File: src/rtl/linebuffer_3x3_seq_pkg.sv
// Shared types and constants for the 3x3 line-buffer sequencer.
// Holds the state encoding, the sel codes and the row-width lookup.
package linebuffer_3x3_seq_pkg;

  localparam int CNT_W = 8;

  typedef enum logic [1:0] {
    ST_IDLE   = 2'd0,
    ST_FILL   = 2'd1,
    ST_STREAM = 2'd2,
    ST_DONE   = 2'd3
  } lb_state_e;

  localparam logic [2:0] SEL_W16  = 3'd0;
  localparam logic [2:0] SEL_W14  = 3'd1;
  localparam logic [2:0] SEL_W28  = 3'd2;
  localparam logic [2:0] SEL_W56  = 3'd3;
  localparam logic [2:0] SEL_W112 = 3'd4;
  localparam logic [2:0] SEL_W224 = 3'd5;

  function automatic logic lb_sel_ok(input logic [2:0] sel);
    return (sel <= SEL_W224);
  endfunction

  // len_tbl packs the six row widths, sel code 0 in the least significant byte.
  function automatic logic [CNT_W-1:0] lb_width(input logic [2:0] sel,
                                                input logic [6*CNT_W-1:0] len_tbl);
    logic [CNT_W-1:0] w;
    case (sel)
      SEL_W16:  w = len_tbl[0*CNT_W +: CNT_W];
      SEL_W14:  w = len_tbl[1*CNT_W +: CNT_W];
      SEL_W28:  w = len_tbl[2*CNT_W +: CNT_W];
      SEL_W56:  w = len_tbl[3*CNT_W +: CNT_W];
      SEL_W112: w = len_tbl[4*CNT_W +: CNT_W];
      SEL_W224: w = len_tbl[5*CNT_W +: CNT_W];
      default:  w = len_tbl[0*CNT_W +: CNT_W];
    endcase
    return w;
  endfunction

endpackage

File: src/rtl/linebuffer_3x3_seq_pos_cnt.sv
// Row/column position of the next pixel in a W x W feature map.
// Clear has priority over advance; last_o flags the final pixel.
module linebuffer_3x3_pos_cnt
  import linebuffer_3x3_seq_pkg::*;
(
  input  logic             clk,
  input  logic             rst_n,
  input  logic             clr_i,
  input  logic             adv_i,
  input  logic [CNT_W-1:0] width_i,
  output logic [CNT_W-1:0] row_o,
  output logic [CNT_W-1:0] col_o,
  output logic             last_o
);

  logic [CNT_W-1:0] row_q;
  logic [CNT_W-1:0] row_d;
  logic [CNT_W-1:0] col_q;
  logic [CNT_W-1:0] col_d;
  logic             col_end_s;
  logic             row_end_s;

  assign col_end_s = (col_q == (width_i - 8'd1));
  assign row_end_s = (row_q == (width_i - 8'd1));

  always_comb begin
    row_d = row_q;
    col_d = col_q;
    if (clr_i) begin
      row_d = 8'd0;
      col_d = 8'd0;
    end else if (adv_i) begin
      if (col_end_s) begin
        col_d = 8'd0;
        row_d = row_end_s ? 8'd0 : (row_q + 8'd1);
      end else begin
        col_d = col_q + 8'd1;
      end
    end else begin
      row_d = row_q;
      col_d = col_q;
    end
  end

  always_ff @(posedge clk or negedge rst_n) begin
    if (!rst_n) begin
      row_q <= 8'd0;
      col_q <= 8'd0;
    end else begin
      row_q <= row_d;
      col_q <= col_d;
    end
  end

  assign row_o  = row_q;
  assign col_o  = col_q;
  assign last_o = row_end_s & col_end_s;

endmodule

File: src/rtl/linebuffer_3x3_seq.sv
// Sequencer for eight 3x3 line buffers: accepts one W x W pass per start,
// drives the shift enable and reports the centre of every complete window.
module linebuffer_3x3_seq
  import linebuffer_3x3_seq_pkg::*;
#(
  parameter int LEN1 = 16,
  parameter int LEN2 = 14,
  parameter int LEN3 = 28,
  parameter int LEN4 = 56,
  parameter int LEN5 = 112,
  parameter int LEN6 = 224
) (
  input  logic             clk,
  input  logic             rst_n,
  input  logic             start_i,
  input  logic [2:0]       cfg_sel_i,
  input  logic             abort_i,
  input  logic             in_valid_i,
  output logic             in_ready_o,
  output logic             shift_en_o,
  output logic [2:0]       sel_o,
  output logic             win_valid_o,
  output logic [CNT_W-1:0] win_row_o,
  output logic [CNT_W-1:0] win_col_o,
  output logic             busy_o,
  output logic             done_o,
  output logic             cfg_err_o
);

  localparam logic [6*CNT_W-1:0] LEN_TBL = {CNT_W'(LEN6), CNT_W'(LEN5), CNT_W'(LEN4),
                                            CNT_W'(LEN3), CNT_W'(LEN2), CNT_W'(LEN1)};

  lb_state_e        state_q;
  logic [2:0]       sel_q;
  logic [CNT_W-1:0] width_q;
  logic             win_valid_q;
  logic [CNT_W-1:0] win_row_q;
  logic [CNT_W-1:0] win_col_q;
  logic             done_q;
  logic             cfg_err_q;

  logic             in_ready_s;
  logic             shift_s;
  logic             start_ok_s;
  logic             cnt_clr_s;
  logic             win_hit_s;
  logic [CNT_W-1:0] row_s;
  logic [CNT_W-1:0] col_s;
  logic             last_s;

  assign in_ready_s = (state_q == ST_FILL) || (state_q == ST_STREAM);
  assign shift_s    = in_valid_i & in_ready_s;
  assign start_ok_s = (state_q == ST_IDLE) & start_i & ~abort_i & lb_sel_ok(cfg_sel_i);
  assign cnt_clr_s  = start_ok_s | abort_i;
  // Only pixels at col>=2 close a window, so no window wraps across a row boundary.
  assign win_hit_s  = (row_s >= 8'd2) && (col_s >= 8'd2);

  linebuffer_3x3_pos_cnt u_pos_cnt (
    .clk     (clk),
    .rst_n   (rst_n),
    .clr_i   (cnt_clr_s),
    .adv_i   (shift_s),
    .width_i (width_q),
    .row_o   (row_s),
    .col_o   (col_s),
    .last_o  (last_s)
  );

  always_ff @(posedge clk or negedge rst_n) begin
    if (!rst_n) begin
      state_q     <= ST_IDLE;
      sel_q       <= SEL_W16;
      width_q     <= CNT_W'(LEN1);
      win_valid_q <= 1'b0;
      win_row_q   <= 8'd0;
      win_col_q   <= 8'd0;
      done_q      <= 1'b0;
      cfg_err_q   <= 1'b0;
    end else begin
      win_valid_q <= 1'b0;
      win_row_q   <= 8'd0;
      win_col_q   <= 8'd0;
      done_q      <= 1'b0;
      cfg_err_q   <= 1'b0;
      case (state_q)
        ST_IDLE: begin
          if (abort_i) begin
            state_q <= ST_IDLE;
          end else if (start_i) begin
            if (lb_sel_ok(cfg_sel_i)) begin
              sel_q   <= cfg_sel_i;
              width_q <= lb_width(cfg_sel_i, LEN_TBL);
              state_q <= ST_FILL;
            end else begin
              cfg_err_q <= 1'b1;
            end
          end
        end
        ST_FILL, ST_STREAM: begin
          // Abort beats everything, including the final pixel's window and done.
          if (abort_i) begin
            state_q <= ST_IDLE;
          end else if (shift_s) begin
            if (win_hit_s) begin
              win_valid_q <= 1'b1;
              win_row_q   <= row_s - 8'd1;
              win_col_q   <= col_s - 8'd1;
            end
            if (last_s) begin
              state_q <= ST_DONE;
              done_q  <= 1'b1;
            end else if ((state_q == ST_FILL) && win_hit_s) begin
              state_q <= ST_STREAM;
            end
          end
        end
        ST_DONE: begin
          state_q <= ST_IDLE;
        end
        default: begin
          state_q <= ST_IDLE;
        end
      endcase
    end
  end

  assign in_ready_o  = in_ready_s;
  assign shift_en_o  = shift_s;
  assign sel_o       = sel_q;
  assign win_valid_o = win_valid_q;
  assign win_row_o   = win_row_q;
  assign win_col_o   = win_col_q;
  assign busy_o      = (state_q != ST_IDLE);
  assign done_o      = done_q;
  assign cfg_err_o   = cfg_err_q;

endmodule
File: config.mk
export PLATFORM = sky130hd
export DESIGN_NAME = linebuffer_3x3_seq
export DESIGN_NICKNAME = d
export VERILOG_FILES = /design/src/rtl/linebuffer_3x3_seq_pkg.sv /design/src/rtl/linebuffer_3x3_seq_pos_cnt.sv /design/src/rtl/linebuffer_3x3_seq.sv
export SDC_FILE = /design/constraint.sdc
export NUM_CORES = 1
export LEC_CHECK = 0
export CORE_MARGIN = 4
export CORE_UTILIZATION = 55
export DETAILED_ROUTE_END_ITERATION = 16
export PLACE_DENSITY = 0.78
export SYNTH_ARGS = -nofsm -noshare
export SYNTH_HDL_FRONTEND = slang
export SYNTH_HIERARCHICAL = 1
export SYNTH_SLANG_ARGS = --single-unit
File: constraint.sdc
create_clock -name clk -period 3.8 [get_ports clk]
set_input_delay 0.76 -clock clk [delete_from_list [all_inputs] [get_ports clk]]
set_output_delay 0.76 -clock clk [all_outputs]
set_load 0.01 [all_outputs]
Word level (Yosys, flattened, before mapping)
Index checks and enable logic that the tools add are counted. Widths: inputs -> output; s select.

Flip-flop bits (word level): 48. Bits of input ports: 8. Word-level logic and storage cells: 86.

$add $sub $neg: 5. Magnitude comparators: 3. Eq/ne operators: 14. Muxes and demuxes: 36. Bitwise operators: 7. Reductions and logical operators: 11.

Operators with widths (count): $mux 8 (15); $pmux 8 s5 (1); $sub 8x1->8 const B (3); $add 8x1->8 const B (2); $eq 8x8->1 (2); $ge 8x2->1 const B (2); $mux 2 (7); $mux 1 (12); $reduce_and 4->1 (2); $eq 3x2->1 const B (2); $eq 3x3->1 const B (2); $ne 3x3->1 const B (2); $pmux 2 s3 (1); $reduce_bool 2->1 (3); $and 1x1->1 (5); $eq 2x2->1 const B (2); $ne 4x4->1 const B (1); $eq 3x1->1 const B (1); $le 3x3->1 const B (1); $ne 3x2->1 const B (1); $eq 2x1->1 const B (1); $logic_and 1x1->1 (2); $logic_not 2->1 (1); $reduce_and 2->1 (1); other kinds (4) (4).

Longest topological paths before layout
Depth in word-level cells: 8. Gate-level depth with buffers: 13. Depth with buffers taken out: 12.

Hierarchy
Netlist, hierarchy kept.

By module, submodules not included: linebuffer_3x3_seq (times used 1, cells an instance 158, area an instance 1570.3 um2, sequential area each 777.0 um2); linebuffer_3x3_pos_cnt (times used 1, cells an instance 159, area an instance 1367.6 um2, sequential area each 400.4 um2).

Worst setup path after synthesis
Ideal clock, no wire load.

Path kind: flip-flop to flip-flop. Start point: register width_q[2]. End point: register state_q[0]. Setup time: 0.125 ns. Arrival time: 2.858 ns. Data required time: 3.675 ns. Slack: 0.817 ns. Cell stages (with the launch flop): 11. Buffers on the path: 2. Clock period less this slack: 2.983 ns. Path through: dfrtp_1 buf_6 or4_4 or3_1 a2111oi_2 o2111ai_1 buf_2 nor3_1 nor3_1 a22oi_2 mux2_4.

Longest elaborated chain between the ends: 7. Elaborated cells between the ends (all ways): 10.

Ends and longest elaborated chain: start, declared (line linebuffer_3x3_seq.sv:35) `logic [CNT_W-1:0] width_q;`; start signal, assigned (line linebuffer_3x3_seq.sv:73) `width_q <= CNT_W'(LEN1);`; start signal, assigned (line linebuffer_3x3_seq.sv:92) `width_q <= lb_width(cfg_sel_i, LEN_TBL);`; $sub 8x1->8 (*) (line linebuffer_3x3_seq_pos_cnt.sv:23, linebuffer_3x3_seq_pos_cnt.sv:24); $eq 8x8->1 (on tied branches) (line linebuffer_3x3_seq_pos_cnt.sv:24, linebuffer_3x3_seq_pos_cnt.sv:23); $and 1x1->1 (*) (line linebuffer_3x3_seq_pos_cnt.sv:57) `assign last_o = row_end_s & col_end_s;`; named net last_s (line linebuffer_3x3_seq.sv:49) `logic last_s;`; $mux 2 (line linebuffer_3x3_seq.sv:109) `if (last_s) begin`; $mux 2 (line linebuffer_3x3_seq.sv:103) `end else if (shift_s) begin`; $mux 2 (line linebuffer_3x3_seq.sv:101) `if (abort_i) begin`; $pmux 2 s3 (line linebuffer_3x3_seq.sv:85) `case (state_q)`; end signal, assigned (line linebuffer_3x3_seq.sv:88) `state_q <= ST_IDLE;`; end signal, assigned (line linebuffer_3x3_seq.sv:102) `state_q <= ST_IDLE;`; end signal, assigned (line linebuffer_3x3_seq.sv:110) `state_q <= ST_DONE;`; end, declared (line linebuffer_3x3_seq.sv:33) `lb_state_e state_q;`.

The timed path passes the listed nets; every way through them passes the cells marked *. The select of a mux whose other input is x is not followed. A chain may end at the register's enable or synchronous reset.

Final worst setup path
Start point: register width_q[3]. End point: register state_q[0].

Same word-level chain as after synthesis.

==> results.md <==
- Status: completed
- Worst EP arrival: 3.42 ns
- Pwr Total: 1.71 mW
- Routed wire per std cell: 15.1 µm
- Worst-margin pin slew: 1.01 ns
- GR Overflow Total: 0
- Placer Congestion: 0.901
- Initial core utilization: 0.572
- Setup bufs post-CTS: 0
- Mean Syn Cell Area: 9.27 µm²
- Core ar.: 5140 µm²
- Layout Skew: 0.00713 ns
- Cell variety after synth: 60
- Area grow syn2layout: 17.2%
- Leakage power: 1.61 nW
- CTS tree: done
- Final Slew Violations: 0
- Clock Latency Late Sink: 0.31 ns
- Ant. Diodes: 0
- Number of global-route vias before repair: 2,400
- Final setup fails: 0
- HPWL Detailed: 4640 µm
- Die Ht: 81.1 µm
- Total Wirelength: 6440 µm
- DR vias: 2,434
- Pin count of the biggest net entering global routing: 48
- Pre-antenna DRT Iters: 4
- Maxcap violations: 0
- Most instantiated cells after synthesis: 46 x dfrtp_1, 33 x nor2_1, 26 x nand2_1
- Iter 0 DRT Violations: 184
- Most frequent cell after synthesis: dfrtp_1
- Yosys reg bits: 47
- Crit Path Max Fanout: 11
- IO buf count: 32
- Reg2Reg Depth: 9
- Rows: 26
- Total Die Area: 6570 µm²
- Critical path origin: width_q[3]
- Critical-path cell list: or4_4 -> or3_1 -> a2111oi_2 -> o2111ai_1 -> buf_4 -> nor3_1 -> nor3_1 -> a22oi_2 -> mux2_4
- Mapped Area: 2940 µm²
- Number of vias per cell: 5.70
- Setup TNS: 0 ns
- Pwr Density: 496 nW/µm²
- H-tree levels: 2
- Hold Path Class: flip-flop to flip-flop
- Largest cells by area after synthesis: dfrtp_1 39%, ha_1 6.0%, xnor2_1 6.0%
- All-layer global routing usage: 0.214
- Hold Path Depth: 2
- Maximum vdd drop: 0.395 mV
- Max Clock Freq: 310 MHz
- Final period utilization: 0.848
- WP data required: 4.00 ns
- Place WS: 0.589 ns
- Worst r2r src: width_q[3]
- Nets: 378
- Period minus WS final: 3.22 ns
- Slowest cell on the critical path: or4_4
- Synth async-reset ratio: 1.00
- Clk sink count: 47
- Area share of the largest cell type after synthesis: 0.392
- CTS Buffer Depth: 2
- Synth Instances: 317
- Hold Buf Count CTS: 0
- Crit path top cell by count: nor3_1
- Worst Min Path Start: sel_o[1]
- Share of cells above drive strength 1: 0.0756
- First-pass GRT wire length: 10,800 µm
- Root Buffer: clkbuf_8
- Initial antenna violation count: 0
- Post_cts resized: 0
- DRC Markers: 0
- Clock-pin slew on the worst setup and hold paths: 0.09 ns
- IO Count: 33
- Total CTS buffers: 5
- DRT antenna net count: 0
- Hold slack: 0.498 ns
- Predominant post-synthesis flop cell: dfrtp_1
- Area leader, netlist: dfrtp_1
- CP startpoint kind: flip-flop
- Worst Slack Setup Final: 0.578 ns
- CP peak stage delay: 0.57 ns
- RSZ-0062 raised after global routing: no
- Final Hold Fails: 0
- Worst slew margin: 0.325
- Chip width: 81.1 µm
- Sequential cell area fraction in the yosys report: 0.401
- Synth warn: 6
- Post-synth EDFFs: 0
- Element type at the critical path end: flip-flop
- Fill cell count: 440
- Critical path class: flip-flop to flip-flop
## per-stage QoR
stage | cells | utilization | instance area, µm²
after floorplan | 322 | - | 2960
after global placement | 419 | 0.651 | 3350
after detailed placement | 419 | 0.651 | 3350
after CTS | 427 | 0.670 | 3440
after global routing | 427 | 0.670 | 3440
final | 427 | 0.670 | 3440
## cell type report
| type | instances | area (µm²) | share of cell area |
|---|---|---|---|
| multi-input cells | 248 | 1660 | 0.483 |
| flip-flops and latches | 47 | 1180 | 0.342 |
| clock buffers | 6 | 82.6 | 0.0240 |
| clock inverters | 2 | 16.3 | 0.00472 |
| well taps | 70 | 87.6 | 0.0254 |
| inverters | 17 | 63.8 | 0.0185 |
| repair buffers | 37 | 353 | 0.102 |
## registers in the layout, indices dropped and copies added, names as in the netlist
name             count
state_q              2
u_pos_cnt/row_o      8
cfg_err_o            1
done_o               1
sel_o                3
u_pos_cnt/col_o      8
width_q              7
win_valid_o          1
win_row_o            8
win_col_o            8
## per-layer routing
layer	track usage	vias up	routed length (µm)
li1	-	1173	-
met1	0.247	1142	2670
met2	0.370	102	3140
met3	0.0455	17	468
met4	0.113	0	157
met5	0	-	0
## kinds of logic (layout without fill, tap and decap cells)
kind of cell | after synthesis | count (layout) | synth area share
and+or+nand+nor | 141 | 141 | 0.259
other | 1 | 6 | 0.00128
buffers and inverters | 27 | 62 | 0.0392
xor gates and xnor gates | 37 | 37 | 0.110
adders and majority gates | 14 | 14 | 0.0596
DFF | 47 | 47 | 0.401
AOI/OAI and AO/OA | 45 | 45 | 0.109
muxes | 5 | 5 | 0.0209
## placed cells by master, fill, tap and decap left out, drive strengths merged, types with 8 or more instances in the layout
| cell type | Yosys | layout |
|---|---|---|
| dfrtp | 46 | 46 |
| nor2b | 11 | 11 |
| xnor2 | 20 | 20 |
| nand2 | 26 | 26 |
| nor2 | 33 | 33 |
| xor2 | 17 | 17 |
| nand3 | 17 | 17 |
| nor3 | 14 | 14 |
| and3 | 8 | 8 |
| inv | 17 | 17 |
| clkdlybuf4s50 | 0 | 31 |
| ha | 14 | 14 |
| o21ai | 13 | 13 |
## worst paths after layout
kind	end	slack, ns
max	state_q[0]	0.58
min	sel_o[1]	0.50
max reg2reg	state_q[0]	0.58
min reg2reg	sel_o[1]	0.50
max in group asynchronous	u_pos_cnt/row_o[2]	2.55
min in group asynchronous	win_col_o[6]	0.62
## worst max-delay path: cells and delay by family, from the launching register on
kind                   cells  cell delay, ns
multiplexers               1            0.32
buffers and inverters      1            0.20
AO/OA/AOI/OAI              3            0.74
flip-flops                 1            0.51
AND/OR/NAND/NOR            4            1.35
## where the power goes
part	switching (mW)	internal (mW)
sequential	0.0951	0.564
clock	0.178	0.149
combinational	0.383	0.340
total	0.656	1.05
No activity file was read; power rests on OpenSTA's default activity.
